File: src/rtl/execute_pipe.sv
// Execute stage: operand forwarding, ALU, branch-target adder and a
// multi-cycle shift-add multiplier feeding the EX/MEM pipeline register.
module execute_pipe #(
    parameter int unsigned WIDTH    = 32,
    parameter int unsigned REG_BITS = 5
) (
    input  logic                clk,
    input  logic                reset,
    input  logic                in_valid,
    output logic                in_ready,
    input  logic                flush,
    input  logic [1:0]          ctlwb_in,
    input  logic [2:0]          ctlm_in,
    input  logic [WIDTH-1:0]    npc,
    input  logic [WIDTH-1:0]    rdata1,
    input  logic [WIDTH-1:0]    rdata2,
    input  logic [WIDTH-1:0]    s_extend,
    input  logic [REG_BITS-1:0] instr_2016,
    input  logic [REG_BITS-1:0] instr_1511,
    input  logic [1:0]          alu_op,
    input  logic [5:0]          funct,
    input  logic                alusrc,
    input  logic                regdst,
    input  logic [1:0]          fwd_a,
    input  logic [1:0]          fwd_b,
    input  logic [WIDTH-1:0]    wb_data,
    output logic                out_valid,
    output logic [1:0]          ctlwb_out,
    output logic [2:0]          ctlm_out,
    output logic [WIDTH-1:0]    adder_out,
    output logic [WIDTH-1:0]    alu_result_out,
    output logic [WIDTH-1:0]    rdata2_out,
    output logic                zero_out,
    output logic [REG_BITS-1:0] muxout_out
);

    localparam int unsigned CNT_W = $clog2(WIDTH);
    localparam logic [CNT_W-1:0] LAST_CNT = CNT_W'(WIDTH - 1);

    typedef enum logic {IDLE, MUL} state_t;

    state_t              state;
    logic [CNT_W-1:0]    count;

    logic [WIDTH-1:0]    op_a_c, op_b_fwd_c, alu_b_c, alu_res_c, adder_c;
    logic [WIDTH-1:0]    mul_next_c;
    logic [REG_BITS-1:0] dest_c;
    logic                is_mult_c;

    // Multiplier working registers and the fields parked until completion
    logic [WIDTH-1:0]    m_a, m_b, m_prod, m_adder, m_rdata2;
    logic [1:0]          m_ctlwb;
    logic [2:0]          m_ctlm;
    logic [REG_BITS-1:0] m_dest;

    // Forwarding muxes, ALU and target adder
    always_comb begin
        op_a_c     = rdata1;
        op_b_fwd_c = rdata2;
        alu_res_c  = '0;
        is_mult_c  = 1'b0;

        case (fwd_a)
            2'b01:   op_a_c = alu_result_out;
            2'b10:   op_a_c = wb_data;
            default: op_a_c = rdata1;
        endcase
        case (fwd_b)
            2'b01:   op_b_fwd_c = alu_result_out;
            2'b10:   op_b_fwd_c = wb_data;
            default: op_b_fwd_c = rdata2;
        endcase

        alu_b_c = alusrc ? s_extend : op_b_fwd_c;
        adder_c = npc + s_extend;
        dest_c  = regdst ? instr_1511 : instr_2016;

        case (alu_op)
            2'b01: alu_res_c = op_a_c - alu_b_c;
            2'b10: begin
                case (funct)
                    6'b100000: alu_res_c = op_a_c + alu_b_c;
                    6'b100010: alu_res_c = op_a_c - alu_b_c;
                    6'b100100: alu_res_c = op_a_c & alu_b_c;
                    6'b100101: alu_res_c = op_a_c | alu_b_c;
                    6'b101010: alu_res_c = WIDTH'($signed(op_a_c) < $signed(alu_b_c));
                    6'b011000: is_mult_c = 1'b1;
                    default:   alu_res_c = '0;
                endcase
            end
            default: alu_res_c = op_a_c + alu_b_c;
        endcase

        mul_next_c = m_b[0] ? (m_prod + m_a) : m_prod;
    end

    // EX/MEM register and IDLE/MUL sequencing
    always_ff @(posedge clk) begin
        if (reset) begin
            state          <= IDLE;
            count          <= '0;
            in_ready       <= 1'b1;
            out_valid      <= 1'b0;
            ctlwb_out      <= '0;
            ctlm_out       <= '0;
            adder_out      <= '0;
            alu_result_out <= '0;
            rdata2_out     <= '0;
            zero_out       <= 1'b0;
            muxout_out     <= '0;
            m_a            <= '0;
            m_b            <= '0;
            m_prod         <= '0;
            m_adder        <= '0;
            m_rdata2       <= '0;
            m_ctlwb        <= '0;
            m_ctlm         <= '0;
            m_dest         <= '0;
        end else if (flush) begin
            state     <= IDLE;
            count     <= '0;
            in_ready  <= 1'b1;
            out_valid <= 1'b0;
        end else begin
            case (state)
                IDLE: begin
                    out_valid <= 1'b0;
                    if (in_valid && in_ready) begin
                        if (is_mult_c) begin
                            state    <= MUL;
                            in_ready <= 1'b0;
                            count    <= '0;
                            m_a      <= op_a_c;
                            m_b      <= alu_b_c;
                            m_prod   <= '0;
                            m_adder  <= adder_c;
                            m_rdata2 <= op_b_fwd_c;
                            m_ctlwb  <= ctlwb_in;
                            m_ctlm   <= ctlm_in;
                            m_dest   <= dest_c;
                        end else begin
                            out_valid      <= 1'b1;
                            ctlwb_out      <= ctlwb_in;
                            ctlm_out       <= ctlm_in;
                            adder_out      <= adder_c;
                            alu_result_out <= alu_res_c;
                            rdata2_out     <= op_b_fwd_c;
                            zero_out       <= (alu_res_c == '0);
                            muxout_out     <= dest_c;
                        end
                    end
                end
                MUL: begin
                    if (count == LAST_CNT) begin
                        state          <= IDLE;
                        in_ready       <= 1'b1;
                        count          <= '0;
                        out_valid      <= 1'b1;
                        ctlwb_out      <= m_ctlwb;
                        ctlm_out       <= m_ctlm;
                        adder_out      <= m_adder;
                        alu_result_out <= mul_next_c;
                        rdata2_out     <= m_rdata2;
                        zero_out       <= (mul_next_c == '0);
                        muxout_out     <= m_dest;
                    end else begin
                        m_prod <= mul_next_c;
                        m_a    <= m_a << 1;
                        m_b    <= m_b >> 1;
                        count  <= count + CNT_W'(1);
                    end
                end
                default: state <= IDLE;
            endcase
        end
    end

endmodule

File: config.mk
export PLATFORM = sky130hd
export DESIGN_NAME = execute_pipe
export DESIGN_NICKNAME = d
export VERILOG_FILES = /design/src/rtl/execute_pipe.sv
export SDC_FILE = /design/constraint.sdc
export NUM_CORES = 1
export LEC_CHECK = 0
export CAP_MARGIN = 20
export CORE_MARGIN = 5
export CORE_UTILIZATION = 50
export DETAILED_ROUTE_END_ITERATION = 10
export PLACE_DENSITY = 0.74
export SETUP_SLACK_MARGIN = 0.4
export SYNTH_ARGS = -nofsm -noshare
export SYNTH_HDL_FRONTEND = slang
export SYNTH_SLANG_ARGS = --single-unit
File: constraint.sdc
create_clock -name clk -period 15.2 [get_ports clk]
set_clock_uncertainty 0.15 [all_clocks]
set_input_delay 3.04 -clock clk [delete_from_list [all_inputs] [get_ports clk]]
set_output_delay 3.04 -clock clk [all_outputs]
set_load 0.03 [all_outputs]
### Word-level counts from Yosys, hierarchy flattened

Cells that the tools add are included.

* bitwise operators: 4
* reduce and logical (&&, ||, !) cells: 9
* multiplexer cells: 64
* equality and inequality tests: 18
* $lt $le $gt $ge: 1
* add/subtract/negate cells: 5

Operators by type and width (number)
* 32-bit two-way mux: 20
* 32-bit one-hot mux with 2 select lines: 9
* 32-bit one-hot mux with 5 select lines: 1
* 32-bit adder: 3
* 32-bit zero test: 2
* 5-bit two-way mux: 7
* 32-bit AND: 1
* 32-bit less-than comparator: 1
* 32-bit bitwise OR: 1
* 32-bit subtractor: 1
* 6-bit equality test (second input constant): 5
* 5-bit one-hot mux with 2 select lines: 2
* 1-bit two-way mux: 13
* 4-bit AND reduction: 3
* 3-bit two-way mux: 3
* 2-bit inequality test (second input constant): 4
* 1-bit one-hot mux with 2 select lines: 4
* 2-bit by 1-bit equality test with 1-bit output (second input constant): 3
* 2-bit equality test (second input constant): 3
* 6-bit by 5-bit equality test with 1-bit output (second input constant): 1
* 2-bit two-way mux: 3
* 3-bit one-hot mux with 2 select lines: 1
* 5-bit by 1-bit adder with 5-bit output (second input constant): 1
* 5-bit equality test (second input constant): 1
* other kinds (7): 8

* bits of input ports: 193
* register bits after elaboration: 285
* output and inout port bits: 109

### Depth between registers and ports, before layout

Gate-level depths: netlist (run 1).

* depth in word-level cells: 10
* mapped depth: 26

### Worst setup path after synthesis (run 1)

No wires, ideal clock.

* path kind: input to register
* from: input fwd_b[0]
* to: register zero_out
* arrival: 8.176 ns
* buffers on the path: 4
* setup time: 0.062 ns
* setup slack: 6.812 ns
* cell stages on the path: 24
* path through: inv_1 ha_1 buf_6 buf_2 buf_1 buf_1 a21oi_1 nor2_1 a21oi_1 ha_1 nor2b_1 o21ai_0 o211ai_2 a221o_1 a21oi_4 a31oi_2 a2111oi_2 xor2_1 o221ai_1 or4_1 or4_1 nor4_1 nand2_1 nand3_1

* word-level cells in the longest chain between the ends: 10
* elaborated cells on any way between the ends: 15

RTL lines
* start: declaration: RTL line 25 `input logic [1:0] fwd_b,`
* 2-bit equality test / 2-bit by 1-bit equality test with 1-bit output (equally long branches): RTL line 68 `case (fwd_b)`
* 32-bit one-hot mux with 2 select lines (*): RTL line 68
* 32-bit two-way mux (*): RTL line 74 `alu_b_c = alusrc ? s_extend : op_b_fwd_c;`
* 32-bit subtractor, or another cell as far along: RTL line 79, 83
* 32-bit one-hot mux with 5 select lines: RTL line 81 `case (funct)`
* 32-bit one-hot mux with 2 select lines (*): RTL line 78 `case (alu_op)`
* 32-bit zero test (*): RTL line 148 `zero_out <= (alu_res_c == '0);`
* 1-bit two-way mux (*): RTL line 129 `if (is_mult_c) begin`
* 1-bit two-way mux (*): RTL line 128 `if (in_valid && in_ready) begin`
* 1-bit one-hot mux with 2 select lines (*): RTL line 125 `case (state)`
* end signal: assignment: RTL line 148
* end signal: assignment: RTL line 164 `zero_out <= (mul_next_c == '0);`
* end: declaration: RTL line 33 `output logic zero_out,`

Every way passes the cells marked *; elsewhere a longest branch is shown, timed or not. The select of a mux whose other input is x is not followed.
A chain may end at the register's enable or synchronous reset.

### Worst setup path after layout (run 1)

Same ends and word-level chain as after synthesis.

==> results of run 1 <==
==> kinds of logic after synthesis <==
logic type / Yosys count / synth area share, %
DFF: 285 / 26.1
xor gates and xnor gates: 90 / 3.61
AOI/OAI and AO/OA: 963 / 29.9
adders and majority gates: 150 / 8.72
and+or+nand+nor: 1167 / 23.3
buffers and inverters: 308 / 5.59
muxes: 60 / 2.79
==> worst max-delay path by stage <==
stage / from / cells past startpoint / endpoint
after global placement: fwd_b[0] / 23 / zero_out
final: fwd_b[0] / 23 / zero_out
after floorplan: fwd_b[0] / 24 / zero_out
after detailed placement: fwd_b[0] / 23 / zero_out
after CTS: fwd_b[0] / 23 / zero_out
after global routing: fwd_b[0] / 23 / zero_out
==> layout make-up <==
class,count,share of cell area [%]
multi-input cells,2430,57.1
flip-flops and latches,285,21.8
inverters,113,1.64
clock inverters,16,0.934
well taps,585,2.79
repair buffers,330,12.4
diodes,1,0.00953
clock buffers,40,3.31
==> routing by layer <==
metal,vias up,track usage (%),share of wire (%)
met2,1534,57.5,43
met4,4,15.1,4.8
met1,11700,50.8,40
li1,11200,-,-
met5,-,0,0.032
met3,269,9.84,12
==> synth_stat cells, types with 14 or more instances <==
cell / n / area (um2)
o21ai_0: 152 / 761
o21a_1: 16 / 120
nor2_1: 506 / 1900
nor3_1: 122 / 611
a22oi_1: 46 / 345
xor2_1: 25 / 219
a221o_1: 24 / 240
a311oi_1: 18 / 158
nand2b_1: 48 / 300
a31oi_1: 21 / 131
nor2b_1: 14 / 87.6
o21bai_1: 17 / 128
a211oi_1: 117 / 878
mux2i_1: 53 / 531
nand4_1: 15 / 93.8
a21oi_1: 304 / 1520
clkbuf_1: 160 / 601
dfxtp_1: 285 / 5710
a21o_1: 37 / 278
nand3_1: 39 / 195
xnor2_1: 65 / 569
o211ai_1: 41 / 308
nand2_1: 328 / 1230
inv_1: 108 / 405
ha_1: 146 / 1830
buf_1: 18 / 67.6
==> registers in the layout (all words and copies together) (netlist names) <==
name / count
m_ctlm: 3
count: 5
zero_out: 1
muxout_out: 5
ctlwb_out: 2
rdata2_out: 32
m_prod: 32
ctlm_out: 3
m_ctlwb: 2
adder_out: 32
m_b: 32
m_adder: 32
in_ready: 1
state: 1
m_a: 32
m_rdata2: 32
m_dest: 5
out_valid: 1
alu_result_out: 32
==> critical path, stage by stage <==
cell and delay (ns):
clkdlybuf4s50_1 0.57, inv_1 0.07, ha_2 0.31, buf_4 0.51
nor2_1 0.11, a21oi_1 0.25, nor2_1 0.07, a21oi_1 0.52
ha_1 0.36, nor2b_1 0.16, o21ai_0 0.19, o211ai_2 0.18
a221oi_1 0.42, o32ai_1 0.20, a222oi_1 0.39, o21bai_1 0.14
xnor2_1 0.14, a221oi_1 0.58, nand4_1 0.35, or4_1 0.62
nor4_1 0.29, nand2_1 0.09, nand3_1 0.08
==> power breakdown <==
part / internal, mW / switching, mW
Combinational: 0.328 / 0.595
Clock: 0.489 / 0.333
Sequential: 0.769 / 0.0226
==> metrics by stage <==
step / setup WS [ns] / hold slack [ns] / power [mW]
after floorplan: 6.81 / 0.281 / 1.36
after global placement: 5.60 / 0.288 / 1.69
after detailed placement: 5.44 / 0.294 / 1.69
after CTS: 6.03 / 0.302 / 2.51
after global routing: 5.37 / 0.326 / 2.63
final: 5.89 / 0.303 / 2.54
==> cells in the final DEF, fill, tap and decap left out, types with 8 or more instances in the layout <==
cell and instances:
clkbuf_16 30, dfxtp_1 284, nor3_1 121, o21bai_1 17, clkdlybuf4s50_1 299, xor2_1 25, a211oi_1 117, a22oi_1 46
buf_4 27, nand3_1 39, nor2b_1 13, and3_1 12, nor4_1 13, a311oi_1 18, inv_1 107, a21o_1 36
xnor2_1 65, nand3b_1 8, nor2_1 505, nand4_1 15, nand2b_1 48, a221oi_1 9, o31ai_1 11, clkbuf_8 9
or4_1 9, nand2_1 328, or3_1 10, o21ai_0 152, a221o_1 24, a21oi_1 303, ha_1 144, and2_1 13
o211ai_1 41, a31oi_1 21, or2_2 8, a22o_1 13, mux2i_1 53, o21a_1 16
==> run_results.csv, run 1 <==
group,metric,value,unit
place,place_hpwl,71700,um
place,routabilityCongestion,1.01,
drt,drc,0,
timing,tightest_slew,1.11,ns
synth,syn_nets,3366,
final_layout,stdcell_area,26200,um2
synth,synth-edff-count,0,
clocking,cts_resized,0,
power,p_leak,10.1,nW
synth,async_flop_share,0,%
floorplanning,initial_core_util,50.6,%
setup_path,critical_path_class,"in2reg",
timing,fin_tns_setup,0,ns
setup_path,worst_setup_path_start_kind,"input port",
final_layout,drive_above_1_share,5.04,%
global_routing,gr-total-overflow,0,
clocking,tritoncts,"done",
global_routing,grt_pass1_vias,23300,
global_routing,grt_pass1_wl,141000,um
hold_path,whs_endpoint,"m_b[19]",
clocking,clkTransAtPathRegs,0.06,ns
final_layout,fill_cells,3968,
timing,hold_violations,0,
synth,ys.warnings.count,0,
synth,synth_cells,3023,
power,power.density,96.6,nW/um2
final_layout,syn2layout_area_growth,20.0,%
setup_path,cp_data_required_time,15.58,ns
hold_path,hp-start,"m_b[19]",
final_layout,multi_input_area,15000,um2
setup_path,end_kind,"flip-flop",
floorplanning,rows,76,
clocking,postCtsSetupRepairBufs,0,
final_layout,fin_cells,3800,
clocking,cts.path.max_buffers,3,
synth,ys_ff_latch,285,
global_routing,grt_max_degree,207,
synth,synth-seq-area-share,26.1,%
floorplanning,io_pins,302,
synth,syn_area,21900,um2
floorplanning,die_x,219,um
hold_path,worstHoldPathType,"reg2reg",
drt,drtIter0Drc,3122,
floorplanning,core,43200,um2
drt,antenna_left,0,
global_routing,grt_util_all_layers,37.7,%
clocking,cts_root_buf,"clkbuf_16",
place,port_buffers,301,
setup_path,arrival,9.69,ns
drt,routed_wl,95500,um
synth,ys_types,105,
floorplanning,die_h,219,um
drt,detail_route.wl_per_cell,25.1,um
clocking,cts_made_buffers,30,
synth,synth_ff_type,"dfxtp_1",
floorplanning,dieArea,48000,um2
setup_path,regToRegEndpoint,"zero_out",
timing,setup_viol,0,
clocking,clk-insertion-delay-late,0.60,ns
clocking,htreeDepth,1,
final_layout,nNetsFinal,3533,
timing,min_period_over_period,61.3,%
setup_path,reg2reg_from,"alu_result_out[1]",
place,place_inst,3742,
clocking,holdBufCountCts,0,
timing,finalCriticalPeriod,9.31,ns
setup_path,r2r_setup_slack,9.29,ns
timing,maxSlewViolCount,0,
setup_path,worstPathMaxFanout,65,
place,postPlaceCellArea,25100,um2
drt,vias,24700,
run,drv_cap,0,
synth,synth_area_per_cell,7.23,um2
hold_path,min_path_cells,2,
global_routing,antenna_found_initial,4,
power,ir_worst_vdd,0.000105,V
status,status,"finished clean",
clocking,cts.sinks,285,
timing,maxSlewHeadroom,25.9,%
timing,fmax,107,MHz
final_layout,fin_util,60.8,%
timing,rsz0062_at_grt,"no",
final_layout,regArea,5710,um2
drt,via_per_inst,6.50,
setup_path,worstRegToRegCells,20,
drt,firstDrtPassIters,9,
Power figures use the tool's default switching activity.
==> run 2, diff against run 1 <==
Clock period 15.2 ns to 8.7 ns, I/O delays scaled along.
==> run 2 against run 1 <==
Sequential share of layout area is 0.12 points lower. Global-route usage is 0.18 points higher. Critical path type unchanged. Highest routed layer unchanged. Largest cell class unchanged. Via count is 0.68% higher. Routed wire length is 0.19% lower.
==> run_results.csv, run 2 (same netlist as run 1, synthesis figures left out) <==
group,metric,value,unit
status,status,"finished clean",
drt,antenna_left,0,
global_routing,gr-total-overflow,0,
clocking,htreeDepth,1,
floorplanning,die_h,219,um
timing,setup_viol,0,
clocking,cts_resized,0,
final_layout,mostFrequentLayoutCell,"nor2_1",
final_layout,fill_cells,3955,
global_routing,antenna_found_initial,5,
setup_path,worstRegToRegCells,21,
floorplanning,core,43200,um2
drt,via_per_inst,6.50,
power,p_int,2.72,mW
power,combPwrFrac,37.3,%
clocking,cts.sinks,285,
setup_path,end_kind,"flip-flop",
place,place_hpwl,73000,um
final_layout,final_cell_mix,"nor2_1 (505), nand2_1 (328), a21oi_1 (303)",
floorplanning,initial_core_util,50.6,%
clocking,cts_made_buffers,30,
floorplanning,dieArea,48000,um2
final_layout,fin_util,61.1,%
global_routing,grt_pass1_vias,23400,
timing,fmax,136,MHz
setup_path,critical_path_class,"in2reg",
clocking,clkTransAtPathRegs,0.07,ns
clocking,tritoncts,"done",
clocking,holdBufCountCts,0,
global_routing,grt_max_degree,104,
drt,vias,24900,
setup_path,crit_family,"simple AND/OR/NAND/NOR gates",
timing,rsz0062_at_grt,"no",
hold_path,worstHoldPathType,"reg2reg",
power,power.density,166,nW/um2
final_layout,nNetsFinal,3562,
place,routabilityCongestion,1.03,
setup_path,r2r_setup_slack,3.28,ns
setup_path,crit_path_top_delay_cell,"or4_1",
clocking,clk-insertion-delay-late,0.60,ns
setup_path,critPathMostFrequentCell,"nand2_1",
setup_path,worstPathMaxFanout,14,
drt,firstDrtPassIters,6,
hold_path,min_path_cells,2,
setup_path,arrival,7.75,ns
setup_path,slowest_delay,0.59,ns
final_layout,regArea,5710,um2
power,clkPwrFrac,31.2,%
power,p_leak,10.2,nW
global_routing,grt_util_all_layers,37.8,%
final_layout,syn2layout_area_growth,20.7,%
drt,detail_route.wl_per_cell,24.9,um
global_routing,grt_pass1_wl,141000,um
place,port_buffers,301,
setup_path,crit_buf_inv,3,
power,switchingPower,1.67,mW
setup_path,path_cells,"clkdlybuf4s50_1 -> inv_1 -> ha_1 -> a22oi_1 -> o21ai_0 -> inv_1 -> ha_1 -> nand2_1 -> nor3_1 -> nand2_1 -> a31o_2 -> nand3_1 -> a31oi_1 -> a311o_1 -> xnor2_1 -> o221ai_1 -> or4_1 -> or4_1 -> nor4_1 -> nand2_1 -> nand3_1",
setup_path,cp_data_required_time,9.09,ns
clocking,cts.path.max_buffers,3,
run,drv_cap,0,
timing,tightest_slew,1.12,ns
setup_path,regToRegEndpoint,"zero_out",
hold_path,whs_endpoint,"m_b[29]",
clocking,cts_root_buf,"clkbuf_16",
timing,maxSlewHeadroom,25.5,%
floorplanning,io_pins,302,
setup_path,reg2reg_from,"alu_result_out[1]",
timing,maxSlewViolCount,0,
timing,finalCriticalPeriod,7.36,ns
clocking,postCtsSetupRepairBufs,0,
floorplanning,die_x,219,um
setup_path,worst_setup_path_start_kind,"input port",
drt,drtIter0Drc,3459,
timing,fin_tns_setup,0,ns
floorplanning,rows,76,
drt,drc,0,
drt,routed_wl,95300,um
final_layout,antenna_cells,0,
timing,min_period_over_period,84.6,%
power,switching_share,38.0,%
timing,hold_violations,0,
final_layout,multi_input_area,15000,um2
final_layout,drive_above_1_share,5.80,%
power,ir_worst_vdd,0.000191,V
timing,whs,0.298,ns
power,pwr-share-seq,31.6,%
hold_path,hp-start,"m_b[29]",
run 2: cell types whose count changed in the layout (fill, tap and decap cells not counted), moves of 2 or more:
cell	delta
buf_4	+29
bufinv_16	-2
clkbuf_1	+3
clkbuf_8	-2
clkinv_2	-2
clkinvlp_4	+2
run 2: cell type report:
cell class	instances	area share, %
clock buffers	41	3.23
multi-input cells	2430	56.8
repair buffers	359	13.2
well taps	585	2.77
clock inverters	15	0.754
flip-flops and latches	285	21.6
inverters	113	1.63
run 2: metal layers:
metal  vias up  part of all wire (%)  track usage, %
met5         -                 0.012               0
met4         2                   4.8            15.3
met3       240                    12            9.28
met2      1567                    43            57.8
met1     11800                    40            51.4
li1      11200                     -               -
run 2: per-stage QoR:
| stage | instances | area [um2] | power [mW] | worst slack, ns |
|---|---|---|---|---|
| final | 3828 | 26400 | 4.38 | 1.34 |
| after global routing | 3828 | 26400 | 4.54 | 1.06 |
| after CTS | 3827 | 26400 | 4.33 | 1.51 |
| after detailed placement | 3771 | 25300 | 2.98 | 0.927 |
| after global placement | 3771 | 25300 | 2.98 | 0.935 |
| after floorplan | 3023 | 21900 | 2.38 | 1.61 |
run 2: worst max path at each step:
stage	startpoint	end	slack [ns]	cells after the start
after floorplan	fwd_b[0]	zero_out	1.61	24
after global placement	fwd_a[1]	zero_out	0.93	21
after detailed placement	fwd_a[0]	zero_out	0.93	21
after CTS	fwd_b[0]	alu_result_out[24]	1.51	22
after global routing	fwd_a[0]	zero_out	1.06	21
final	fwd_a[1]	zero_out	1.34	21
run 2: worst reg2reg max path, cell delays in order (launching register included):
cell and delay, ns:
dfxtp_1 0.42, a22oi_1 0.20, nor2_1 0.06, a21oi_1 0.26
nor2_1 0.07, a21oi_1 0.12, buf_4 0.17, ha_1 0.25
nor2b_1 0.15, o211ai_1 0.22, o211ai_2 0.18, a221oi_1 0.50
o32ai_1 0.25, a311oi_1 0.39, o21ai_0 0.15, a211o_1 0.31
nor4_1 0.26, nand4_1 0.24, or4_1 0.63, nor4_1 0.28
nand2_1 0.09, nand3_1 0.07
run 2: power groups by stage:
stage                     registers (mW)  clock network (mW)  logic [mW]
after floorplan                     1.47                   0       0.909
after global placement              1.41                   0        1.57
after detailed placement            1.41                   0        1.57
after CTS                           1.38                1.37        1.58
after global routing                1.38                1.43        1.73
final                               1.38                1.37        1.63
